File: config.mk
export PLATFORM = sky130hd
export DESIGN_NAME = qarma_feeder
export DESIGN_NICKNAME = d
export VERILOG_FILES = /design/src/rtl/qarma_feeder.sv
export SDC_FILE = /design/constraint.sdc
export NUM_CORES = 1
export LEC_CHECK = 0
export BUFFER_PORTS_ARGS = -buffer_cell sky130_fd_sc_hd__buf_2
export CORE_ASPECT_RATIO = 0.7
export CORE_UTILIZATION = 40
export CTS_CLUSTER_SIZE = 30
export DETAILED_ROUTE_END_ITERATION = 12
export GPL_TIMING_DRIVEN = 0
export PLACE_DENSITY = 0.6
export SLEW_MARGIN = 20
export SYNTH_ARGS = -nofsm -noshare
export SYNTH_HDL_FRONTEND = slang
export SYNTH_SLANG_ARGS = --single-unit
File: constraint.sdc
create_clock -name clk -period 3.93 [get_ports clk]
set_input_delay 0.1965 -clock clk [delete_from_list [all_inputs] [get_ports clk]]
set_output_delay 0.1965 -clock clk [all_outputs]
set_load 0.02 [all_outputs]
File: src/rtl/qarma_feeder.sv
// qarma_feeder: packs a stream of W-bit words into one key/tweak/plaintext frame for a
// registered QARMA core and returns its ciphertext on a valid/ready port. Optional: QARMA_KEY_REUSE_EN.
module qarma_feeder #(
  parameter int N   = 128,
  parameter int W   = 32,
  parameter int LAT = 2
) (
  input  logic           clk,
  input  logic           rst,
  input  logic           in_valid,
  output logic           in_ready,
  input  logic [W-1:0]   in_data,
`ifdef QARMA_KEY_REUSE_EN
  input  logic           in_key_reuse,
`endif
  output logic [2*N-1:0] core_K,
  output logic [N-1:0]   core_T,
  output logic [N-1:0]   core_P,
  input  logic [N-1:0]   core_C,
  output logic           res_valid,
  input  logic           res_ready,
  output logic [N-1:0]   res_data,
  output logic [1:0]     dbg_state
);

  // Handshakes (input words and results): a transfer happens on a rising clk edge where
  // valid && ready; the source holds valid and data until then; ready never depends on valid.

  localparam int KW  = 2 * N / W;
  localparam int TW  = N / W;
  localparam int FW  = KW + 2 * TW;
  localparam int SW  = 2 * TW;
  localparam int CW  = $clog2(4 * N / W + 1);
  localparam int LW  = (LAT < 1) ? 1 : $clog2(LAT + 1);
  localparam int STW = 4 * N - W;

  localparam logic [CW-1:0] LAST_FULL  = CW'(FW - 1);
  localparam logic [CW-1:0] LAST_SHORT = CW'(SW - 1);
  localparam logic [LW-1:0] LAT_C      = LW'(LAT);

  typedef enum logic [1:0] {
    S_LOAD = 2'd0,
    S_WAIT = 2'd1,
    S_HOLD = 2'd2
  } state_t;

  state_t          state, state_nx;
  logic [CW-1:0]   wcnt;
  logic [LW-1:0]   lcnt;
  logic [STW-1:0]  stage;
  logic [4*N-1:0]  frame_word;
  logic            accept, frame_done, capture, last_word, short_cur;

  // The staging register plus the word on the bus form the whole frame; the last
  // 2N bits are always tweak then plaintext, whether or not the key was sent.
  assign frame_word = {stage, in_data};
  assign last_word  = (wcnt == (short_cur ? LAST_SHORT : LAST_FULL));
  assign dbg_state  = state;

`ifdef QARMA_KEY_REUSE_EN
  logic key_loaded, short_q;

  assign short_cur = (wcnt == '0) ? (in_key_reuse && key_loaded) : short_q;

  always_ff @(posedge clk or negedge rst) begin
    if (!rst) begin
      key_loaded <= 1'b0;
      short_q    <= 1'b0;
    end else begin
      if (accept && (wcnt == '0)) short_q <= in_key_reuse && key_loaded;
      if (frame_done && !short_cur) key_loaded <= 1'b1;
    end
  end
`else
  assign short_cur = 1'b0;
`endif

  always_ff @(posedge clk or negedge rst) begin
    if (!rst) state <= S_LOAD;
    else      state <= state_nx;
  end

  always_comb begin
    state_nx   = state;
    in_ready   = 1'b0;
    res_valid  = 1'b0;
    accept     = 1'b0;
    frame_done = 1'b0;
    capture    = 1'b0;
    case (state)
      S_LOAD: begin
        in_ready = 1'b1;
        accept   = in_valid;
        if (in_valid && last_word) begin
          frame_done = 1'b1;
          state_nx   = S_WAIT;
        end
      end
      S_WAIT: begin
        if (lcnt == LAT_C) begin
          capture  = 1'b1;
          state_nx = S_HOLD;
        end
      end
      S_HOLD: begin
        res_valid = 1'b1;
        if (res_ready) state_nx = S_LOAD;
      end
      default: state_nx = S_LOAD;
    endcase
  end

  always_ff @(posedge clk or negedge rst) begin
    if (!rst) begin
      stage    <= '0;
      wcnt     <= '0;
      lcnt     <= '0;
      core_K   <= '0;
      core_T   <= '0;
      core_P   <= '0;
      res_data <= '0;
    end else begin
      if (accept) begin
        if (frame_done) begin
          wcnt   <= '0;
          lcnt   <= '0;
          core_T <= frame_word[2*N-1:N];
          core_P <= frame_word[N-1:0];
          if (!short_cur) core_K <= frame_word[4*N-1:2*N];
        end else begin
          wcnt  <= wcnt + CW'(1);
          stage <= {stage[STW-W-1:0], in_data};
        end
      end
      if ((state == S_WAIT) && !capture) lcnt <= lcnt + LW'(1);
      if (capture) res_data <= core_C;
    end
  end

endmodule

==> reports/metrics.csv <==
stage;metric;value;unit
outcome;run_status;completed;
clock_network;cts_setup_buffers;0;
place;place_worst_setup_slack;0.4581;ns
grt;grtUsageMet1;30.04;%
final_layout;final_cell_area;53340;µm²
floorplan;placementRows;98;
routing;antenna_left;0;
clock_network;worst_setup_hold_path_clk_slew;0.07;ns
routing;vias_per_cell;4.914;
routing;wl_per_cell;23.45;µm
critical_path;cp.required;4.50;ns
job;maxCapViolCount;0;
sta;maxClockFrequency;299.0;MHz
final_layout;area_delta_synth_final;27.18;%
grt;grt_busiest_layer;met2;
pwr;total_power;50110;µW
critical_path;critical_path.reg2reg.startpoint;wcnt[0];
routing;drt_wl_total;116000;µm
synth;sequential_fraction_of_the_synthesis_area;67.36;%
place;gp_congestion;0.8285;
synth;yosys_warnings;0;
pwr;power.static_leakage;0.02599;µW
routing;routed-via-count;24300;
clock_network;ctsHtreeMaxLevel;3;
critical_path;reg2reg_slack;0.59;ns
critical_path;critical_path_peak_fanout;11;
floorplan;full_die_area;106200;µm²
synth;synth_fp_nets;2574;
clock_network;clock_tree.root_cell;sky130_fd_sc_hd__clkbuf_16;
sta;final_min_period_over_clock_period;85.11;%
sta;maxSlewViolCount;0;
grt;global_route_overflow;0;
final_layout;final_net_count;3663;
floorplan;floorplan.initialDensity;40.72;%
synth;netlist-cell-type-count;31;
worst_hold_path;worst_hold_path_type;in2async;
sta;timing.final.ws_setup;0.5853;ns
clock_network;worstSkewPairLatency;0.70;ns
floorplan;floorplan.core_area;103000;µm²
synth;syn-instance-count;2407;
grt;wire_length_of_the_first_global_routing_pass;173300;µm
critical_path;crit_type;reg2reg;
final_layout;fraction_of_layout_cells_with_a_size_suffix_above_1;39.81;%
clock_network;cts_repair_resize_count;0;
sta;timing.slew.headroom;40.82;%
pwr;vdd.ir_drop.worst;0.4644;mV
place;place_hpwl;87910;µm
sta;setup_viol;0;
routing;first_pass_iteration_count_of_the_detailed_router;4;
sta;clock-skew-final;0.02298;ns
clock_network;cts_made_buffers;109;
routing;drtIter0Drc;898;
floorplan;dieWidth;389.0;µm
place;post_dp_cell_area;47900;µm²
pwr;pwrdens;939.4;nW/µm²
grt;initial_antenna_violation_count;7;
sta;layout_min_cycle_time;3.345;ns
critical_path;end_kind;flip-flop;
clock_network;clock_sinks;1129;
grt;grt_usage;21.72;%
synth;ys_ff_latch;1129;
clock_network;clk_path_buf_depth;3;
critical_path;setup.worst_path.start_class;flip-flop;
synth;syn-cell-area;41940;µm²
sta;fin_hold_viols;0;
grt;globalRouteMet3Util;4.955;%
sta;max_slew.worst_pin.slew;0.8876;ns
place;portBuffers;807;
grt;maximum_number_of_pins_on_one_net_before_global_route_repair;148;
routing;drc;0;
clock_network;tritoncts;built;
sta;finalHoldWorstSlack;0.08194;ns
critical_path;critical_path_arrival;3.92;ns
critical_path;reg2reg_path_depth;8;
synth;synth.avg_cell_area;17.42;µm²
critical_path;timing.rr.end;core_K[2];
floorplan;io_pins;808;
grt;met2_usage;34.72;%
grt;grt_pass1_vias;25900;
sta;totalNegativeSetupSlack;0;ns
floorplan;dieHeight;272.9;µm
sta;rsz0062_at_grt;no;
## final cells by class
cell class,count,area (µm²)
Clock inverter,43,560.5
Timing Repair Buffer,978,5906
Inverter,3,11.26
Fill cell,8554,49660
Tap cell,1350,1689
Clock buffer,162,3229
Multi-Input combinational cell,1150,12930
Buffer,125,745.7
Antenna cell,5,12.51
Sequential cell,1129,28250
## report_power, final
| group | switching, µW | total (µW) | internal [µW] |
|---|---|---|---|
| Clock | 4560 | 10900 | 6370 |
| Sequential | 3920 | 21300 | 17400 |
| Combinational | 10300 | 17800 | 7570 |
## registers in the layout, indices dropped and copies added (netlist names)
signal     flops
stage        480
core_K       256
core_P       128
core_T       128
res_data     128
wcnt           5
dbg_state      2
lcnt           2
## critical path: stages (launching register included)
cell and delay, ns:
sky130_fd_sc_hd__dfrtp_1 0.41, sky130_fd_sc_hd__ha_1 0.23, sky130_fd_sc_hd__and3_1 0.18, sky130_fd_sc_hd__ha_1 0.29, sky130_fd_sc_hd__nand4bb_1 0.17, sky130_fd_sc_hd__clkbuf_2 0.46, sky130_fd_sc_hd__clkbuf_1 0.61, sky130_fd_sc_hd__buf_2 0.48
sky130_fd_sc_hd__mux2_1 0.36
## cells by family after synthesis
family                     count (synthesis)  synth area share [%]
DFF                                     1129                 67.36
muxes                                   1120                 30.32
buffers and inverters                    128                 1.799
and+or+nand+nor                           18                0.2835
AOI/OAI and AO/OA                          9                0.1402
adders and majority gates                  3               0.08951
## cells in the mapped netlist
cell / n / share of area (%)
sky130_fd_sc_hd__dfrtp_1: 1129 / 67
sky130_fd_sc_hd__mux2_1: 799 / 21
sky130_fd_sc_hd__mux2_2: 293 / 7.9
sky130_fd_sc_hd__buf_2: 60 / 0.72
sky130_fd_sc_hd__buf_4: 45 / 0.81
sky130_fd_sc_hd__mux2_4: 28 / 1.0
sky130_fd_sc_hd__clkbuf_1: 10 / 0.090
sky130_fd_sc_hd__buf_1: 6 / 0.054
sky130_fd_sc_hd__buf_6: 4 / 0.11
sky130_fd_sc_hd__ha_1: 3 / 0.090
sky130_fd_sc_hd__inv_1: 3 / 0.027
sky130_fd_sc_hd__nand2_1: 3 / 0.027
sky130_fd_sc_hd__nand3_1: 3 / 0.036
sky130_fd_sc_hd__o21ai_0: 3 / 0.036
sky130_fd_sc_hd__o21ai_1: 2 / 0.024
sky130_fd_sc_hd__a211o_1: 1 / 0.021
sky130_fd_sc_hd__a22o_1: 1 / 0.021
sky130_fd_sc_hd__a22oi_1: 1 / 0.018
sky130_fd_sc_hd__and3_1: 1 / 0.015
sky130_fd_sc_hd__nand2b_1: 1 / 0.015
sky130_fd_sc_hd__nand3b_1: 1 / 0.018
sky130_fd_sc_hd__nand4bb_1: 1 / 0.027
sky130_fd_sc_hd__nor2_1: 1 / 0.0089
sky130_fd_sc_hd__nor2_4: 1 / 0.027
sky130_fd_sc_hd__nor2b_1: 1 / 0.015
sky130_fd_sc_hd__nor3b_1: 1 / 0.018
sky130_fd_sc_hd__nor4b_1: 1 / 0.021
sky130_fd_sc_hd__o41ai_1: 1 / 0.021
sky130_fd_sc_hd__or2_1: 1 / 0.015
sky130_fd_sc_hd__or3b_1: 1 / 0.021
sky130_fd_sc_hd__or3b_2: 1 / 0.021
## stage by stage
step                std cells  utilization, %
global placement         4564           46.28
CTS                      4940           51.77
detailed placement       4572           46.51
global route             4941           51.78
finish                   4945           51.79
floorplan                2407               -
## routing by layer
metal	vias to the layer above	routed length (µm)	share of wire [%]
met5	-	13	0.011
li1	10720	-	-
met2	513	55030	47
met4	2	2459	2.1
met3	154	6088	5.2
met1	12910	52370	45
## placed cells by master (no fill, tap or decap), drive strengths merged
| cell | netlist | final |
|---|---|---|
| nand3 | 3 | 3 |
| ha | 3 | 3 |
| nor4b | 1 | 1 |
| or2 | 1 | 1 |
| nor3b | 1 | 1 |
| nor2b | 1 | 1 |
| diode | 0 | 5 |
| dfrtp | 1129 | 1129 |
| o41ai | 1 | 1 |
| nand2b | 1 | 1 |
| clkinv | 0 | 27 |
| a22oi | 1 | 1 |
| a211o | 1 | 1 |
| or3b | 2 | 2 |
| nand3b | 1 | 1 |
| clkinvlp | 0 | 3 |
| clkbuf | 10 | 173 |
| mux2 | 1120 | 1120 |
| bufinv | 0 | 10 |
| nor2 | 2 | 2 |
| dlygate4sd3 | 0 | 163 |
| a22o | 1 | 1 |
| o21ai | 5 | 5 |
| nand2 | 3 | 3 |
| buf | 115 | 929 |
| inv | 3 | 6 |
| and3 | 1 | 1 |
| nand4bb | 1 | 1 |
## worst max path at each step
| stage | startpoint | end | slack, ns | cells past startpoint |
|---|---|---|---|---|
| floorplan | wcnt[0] | core_K[0] | 1.57 | 8 |
| global placement | rst | core_K[238] | -20.65 | 1 |
| finish | wcnt[0] | core_K[2] | 0.59 | 8 |
| detailed placement | wcnt[0] | core_K[4] | 0.46 | 8 |
| global route | wcnt[0] | core_K[1] | 0.32 | 8 |
| CTS | wcnt[0] | core_K[59] | 0.44 | 8 |
## timing repair
item / 4_1_cts / 5_1_grt
endpoints found under the setup margin: 0 / 0
hold endpoints to repair: 309 / 0
hold buffers: 163 / 0
Power figures use the tool's default switching activity.
